**config.mk**
```make
export PLATFORM = sky130hd
export DESIGN_NAME = playback_ctrl
export DESIGN_NICKNAME = d
export VERILOG_FILES = /design/src/rtl/playback_ctrl.sv
export SDC_FILE = /design/constraint.sdc
export NUM_CORES = 1
export LEC_CHECK = 0
export CORE_ASPECT_RATIO = 1.5
export CORE_MARGIN = 10
export CORE_UTILIZATION = 50
export DETAILED_ROUTE_END_ITERATION = 8
export PLACE_DENSITY = 0.73
export SYNTH_ARGS = -nofsm -noshare
export SYNTH_HDL_FRONTEND = slang
export SYNTH_SLANG_ARGS = --single-unit
```
**constraint.sdc**
```tcl
create_clock -name clk -period 5.1 [get_ports clk]
set_clock_uncertainty 0.1 [all_clocks]
set_input_delay 0.765 -clock clk [delete_from_list [all_inputs] [get_ports clk]]
set_output_delay 0.765 -clock clk [all_outputs]
set_load 0.1 [all_outputs]
```
**src/rtl/playback_ctrl.sv**
```systemverilog
// Clip playback sequencer: sample-rate divider, ROM address walk, pause/abort.
// Define PLAYBACK_CTRL_LOOP_EN to honour cmd_loops (clip repeats).
module playback_ctrl #(
    parameter int CLOCK_RATE  = 3_125_000,
    parameter int SAMPLE_RATE = 16_000
) (
    input  logic        clk,
    input  logic        rst_n,
    input  logic        enable,
    input  logic        cmd_valid,
    output logic        cmd_ready,
    input  logic [13:0] cmd_start,
    input  logic [13:0] cmd_len,
    input  logic [3:0]  cmd_loops,
    input  logic        pause,
    input  logic        abort,
    output logic [13:0] rom_addr,
    output logic        sample_tick,
    output logic        playing,
    output logic        done,
    output logic [1:0]  state
);

    localparam int DIVIDER = CLOCK_RATE / SAMPLE_RATE;
    localparam int CW      = $clog2(DIVIDER);
    localparam logic [CW-1:0] DIV_LAST = CW'(DIVIDER - 1);

`ifdef PLAYBACK_CTRL_LOOP_EN
    localparam logic LOOP_EN = 1'b1;
`else
    localparam logic LOOP_EN = 1'b0;
`endif

    typedef enum logic [1:0] {
        IDLE  = 2'd0,
        PLAY  = 2'd1,
        PAUSE = 2'd2
    } state_t;

    state_t        state_q, state_d;
    logic [13:0]   rom_addr_q, rom_addr_d;
    logic [CW-1:0] div_cnt_q, div_cnt_d;
    logic [13:0]   remaining_q, remaining_d;
    logic [3:0]    loops_left_q, loops_left_d;
    logic [13:0]   clip_start_q, clip_start_d;
    logic [13:0]   clip_last_q, clip_last_d;
    logic          tick_q, tick_d;
    logic          done_q, done_d;

    logic run;
    logic wrap;
    logic last;

    assign wrap = (div_cnt_q == DIV_LAST);
    // Final divider period of the final pass: completion outranks pause.
    assign last = wrap && (remaining_q == 14'd0) && (loops_left_q == 4'd0);

    always_comb begin
        state_d      = state_q;
        rom_addr_d   = rom_addr_q;
        div_cnt_d    = div_cnt_q;
        remaining_d  = remaining_q;
        loops_left_d = loops_left_q;
        clip_start_d = clip_start_q;
        clip_last_d  = clip_last_q;
        tick_d       = 1'b0;
        done_d       = 1'b0;
        run          = 1'b0;
        cmd_ready    = enable && (state_q == IDLE);

        if (enable) begin
            unique case (state_q)
                IDLE: begin
                    if (cmd_valid) begin
                        if (cmd_len == 14'd0) begin
                            done_d = 1'b1;
                        end else begin
                            state_d      = PLAY;
                            rom_addr_d   = cmd_start;
                            div_cnt_d    = '0;
                            remaining_d  = cmd_len - 14'd1;
                            loops_left_d = cmd_loops & {4{LOOP_EN}};
                            clip_start_d = cmd_start;
                            clip_last_d  = cmd_len - 14'd1;
                        end
                    end
                end
                PLAY: begin
                    if (abort) begin
                        state_d = IDLE;
                    end else if (pause && !last) begin
                        state_d = PAUSE;
                    end else begin
                        run = 1'b1;
                    end
                end
                PAUSE: begin
                    if (abort) begin
                        state_d = IDLE;
                    end else if (!pause) begin
                        // Resume counts this cycle so a pause costs its length.
                        state_d = PLAY;
                        run     = 1'b1;
                    end
                end
                default: begin
                    state_d = IDLE;
                end
            endcase

            if (run) begin
                if (!wrap) begin
                    div_cnt_d = div_cnt_q + CW'(1);
                end else begin
                    div_cnt_d = '0;
                    if (remaining_q != 14'd0) begin
                        rom_addr_d  = rom_addr_q + 14'd1;
                        remaining_d = remaining_q - 14'd1;
                        tick_d      = 1'b1;
                    end else if (loops_left_q != 4'd0) begin
                        rom_addr_d   = clip_start_q;
                        remaining_d  = clip_last_q;
                        loops_left_d = loops_left_q - 4'd1;
                        tick_d       = 1'b1;
                    end else begin
                        state_d = IDLE;
                        done_d  = 1'b1;
                    end
                end
            end
        end
    end

    always_ff @(posedge clk or negedge rst_n) begin
        if (!rst_n) begin
            state_q      <= IDLE;
            rom_addr_q   <= '0;
            div_cnt_q    <= '0;
            remaining_q  <= '0;
            loops_left_q <= '0;
            clip_start_q <= '0;
            clip_last_q  <= '0;
            tick_q       <= 1'b0;
            done_q       <= 1'b0;
        end else begin
            state_q      <= state_d;
            rom_addr_q   <= rom_addr_d;
            div_cnt_q    <= div_cnt_d;
            remaining_q  <= remaining_d;
            loops_left_q <= loops_left_d;
            clip_start_q <= clip_start_d;
            clip_last_q  <= clip_last_d;
            tick_q       <= tick_d;
            done_q       <= done_d;
        end
    end

    assign rom_addr    = rom_addr_q;
    assign sample_tick = tick_q;
    assign done        = done_q;
    assign playing     = (state_q != IDLE);
    assign state       = state_q;

endmodule

```
==> out/results.tsv <==
stage	metric	value	unit
outcome	status	complete, no violations	
power_and_ir_drop	p_leak	0.002209	uW
logic_synthesis	synth_ff_type	dfrtp_1	
placement	gp_congestion	0.8937	
clocking	cts_buffers	9	
power_and_ir_drop	total_power	3410	uW
die	die_x	98.57	um
final_layout	ff_latch_area	1802	um2
setup_path	path_buf_inv	3	
sta	slew_violations	0	
logic_synthesis	synth.distinct_cells	63	
clocking	cts_setup_buffers	0	
setup_path	r2r-start	remaining_q[6]	
routing	initialDrtViolationCount	366	
routing	wl_per_cell	19.66	um
setup_path	worstPathCellList	clkdlybuf4s50_1 > inv_1 > ha_1 > or4b_2 > nor4_2 > buf_4 > nor2_1 > o21ai_4 > a221o_1	
logic_synthesis	synth_edf_count	0	
clocking	cts_sinks	72	
placement	hpwl	9197	um
setup_path	setup.worst_path.start	cmd_len[0]	
sta	worstMarginPinSlew	0.9856	ns
setup_path	crit_slowest_cell	o21ai_4	
sta	fin_crit	3.515	ns
sta	fmax	284.5	MHz
setup_path	critPathArrivalTime	3.69	ns
final_layout	multi_input_area	2629	um2
logic_synthesis	ys_ff_latch	72	
die	ios	58	
logic_synthesis	ys_warn_count	0	
sta	finalCritPeriodShare	0.6891	
die	start_util	0.5062	
die	row_count	43	
power_and_ir_drop	ir_drop	390.3	uV
setup_path	crit_family	compound AO/OA/AOI/OAI gates	
routing	routed_wl	13390	um
grt	antenna_found_initial	0	
clocking	cts.repair.resized	0	
final_layout	mostFrequentLayoutCells	nand2_1, dfrtp_1, clkdlybuf4s50_1, o21ai_0, a221o_1	
placement	place_ws	1.265	ns
logic_synthesis	syn-mean-instance-area	8.886	um2
grt	grt-ovfl-total	0	
sta	slew-limit-headroom	0.3408	
sta	holdWs	0.3509	ns
setup_path	endpoint_kind	flop	
grt	grt_usage	0.1952	
routing	route.detailed.drc	0	
clocking	clk_pin_slew_worst_paths	0.06	ns
logic_synthesis	synthArstFlopShare	1.000	
final_layout	n_fill_cell	816	
final_layout	fin_nets	616	
final_layout	antenna_cells	0	
placement	port_buffers	53	
die	dieHeight	137.9	um
setup_path	start_kind	input pin	
power_and_ir_drop	power-per-cell-area	610.2	nW/um2
setup_path	worst-setup-path-type	input pin to flop	
sta	finalHoldViolCount	0	
clocking	clk_latency	0.34	ns
grt	grt_pass1_wl	21980	um
sta	setup_tns	0	ns
setup_path	cpPeakStageDelay	0.70	ns
logic_synthesis	synth_cells	521	
clocking	cts_max_path_buffers	2	
final_layout	final_cells	681	
sta	layout_setup_ws	1.585	ns
sta	setup_viol	0	
placement	placed_cells	666	
logic_synthesis	syn_nets	572	
sta	rsz0062_at_grt	false	
clocking	postCtsHoldBufs	0	
routing	first_pass_iters	4	
routing	antenna_left	0	
worst_hold_path	worst_hold_path_type	input pin to async pin	
final_layout	final_common_cell	nand2_1	
routing	vias	4434	
clocking	clock-root-buffer	clkbuf_16	
logic_synthesis	ys_seq_area_frac	0.3892	
die	dieArea	13590	um2
logic_synthesis	syn_area	4629	um2
setup_path	crit_path_max_fanout	26	
grt	grt_max_degree	44	
routing	post_drt_via_cell_ratio	6.511	
clocking	cts_htree_levels	3	
flow_run	maxCapViolations	0	
grt	grt_pass1_vias	4530	
clocking	cts_tree	done	
setup_path	required	5.27	ns
final_layout	syn_to_final_growth	20.70	%
die	coreArea	9146	um2
final_layout	drive_gt1_frac	0.08084	
[worst paths after layout]
check	end	slack [ns]	cells past startpoint
worst min register to register	clip_start_q[8]	0.38	2
min in group clk	clip_start_q[8]	0.38	2
worst min-delay path	clip_start_q[3]	0.35	1
worst max register to register	remaining_q[11]	1.64	5
max in group asynchronous	clip_start_q[10]	3.52	2
worst max-delay path	remaining_q[2]	1.59	9
[sequential cells by signal, indices dropped and copies added (netlist names)]
signal / flops
clip_last_q: 14
clip_start_q: 14
div_cnt_q: 8
done: 1
loops_left_q: 4
remaining_q: 14
rom_addr: 14
sample_tick: 1
state: 2
[worst register-to-register path, cell delays in order, from the launching register on]
cell,delay [ns]
dfrtp_1,0.42
or4_4,0.60
or4_1,0.86
nor2_1,0.76
o311ai_0,0.27
a221o_1,0.33
[per-stage QoR]
stage | utilization | instance area (um2)
4_1_cts | 0.6109 | 5588
3_3_place_gp | 0.5737 | 5248
3_5_place_dp | 0.5737 | 5248
6_report | 0.6109 | 5588
5_1_grt | 0.6109 | 5588
2_1_floorplan | - | 4629
[layout make-up]
class / count / share of cell area
clock buffer: 13 / 0.05016
clock inverter: 2 / 0.01075
inverter: 21 / 0.01411
multi-input combinational: 398 / 0.4704
sequential: 72 / 0.3224
tap: 112 / 0.02508
timing repair buffer: 63 / 0.1070
[cells by family after synthesis]
family,after synthesis,synth area share
DFF,72,0.3892
buffers and inverters,51,0.04406
AOI/OAI and AO/OA,144,0.2332
xor gates and xnor gates,26,0.04919
adders and majority gates,13,0.03514
and+or+nand+nor,210,0.2376
muxes,5,0.01162
[routing by layer]
metal  track usage  vias up  routed length, um
met5             0        -                  0
met4       0.08147        0                334
met3       0.03541       24                774
met2        0.3579      176               6954
met1        0.2159     2164               5327
li1              -     2070                  -
[power breakdown]
part	switching (uW)	leakage (uW)	internal, uW
Sequential	259	0.000911	810
Clock	240	0.000168	479
Combinational	1090	0.00113	531
[synth_stat cells, types with 3 or more instances]
library cell | n | share of area
a211o_1 | 3 | 0.0057
a211oi_1 | 23 | 0.037
a21o_1 | 3 | 0.0049
a21oi_1 | 11 | 0.012
a221o_1 | 24 | 0.052
a22o_1 | 4 | 0.0076
a22oi_1 | 3 | 0.0049
and3_1 | 4 | 0.0054
buf_1 | 5 | 0.0041
buf_2 | 4 | 0.0043
clkbuf_1 | 19 | 0.015
dfrtp_1 | 72 | 0.39
ha_1 | 13 | 0.035
inv_1 | 21 | 0.017
mux2_2 | 3 | 0.0073
nand2_1 | 73 | 0.059
nand2b_1 | 3 | 0.0041
nand3_1 | 14 | 0.015
nand4_1 | 21 | 0.028
nor2_1 | 23 | 0.019
nor3_1 | 24 | 0.026
nor3b_1 | 6 | 0.0097
nor4_1 | 11 | 0.015
nor4_2 | 3 | 0.0081
o21a_1 | 3 | 0.0049
o21ai_0 | 31 | 0.034
o22ai_1 | 5 | 0.0068
o2bb2ai_1 | 4 | 0.0076
o31a_1 | 5 | 0.0095
o31ai_1 | 5 | 0.0081
or2_2 | 4 | 0.0054
or4_1 | 7 | 0.011
xnor2_1 | 12 | 0.023
xor2_1 | 14 | 0.026
Note: power is estimated with default switching activity, not from simulation.
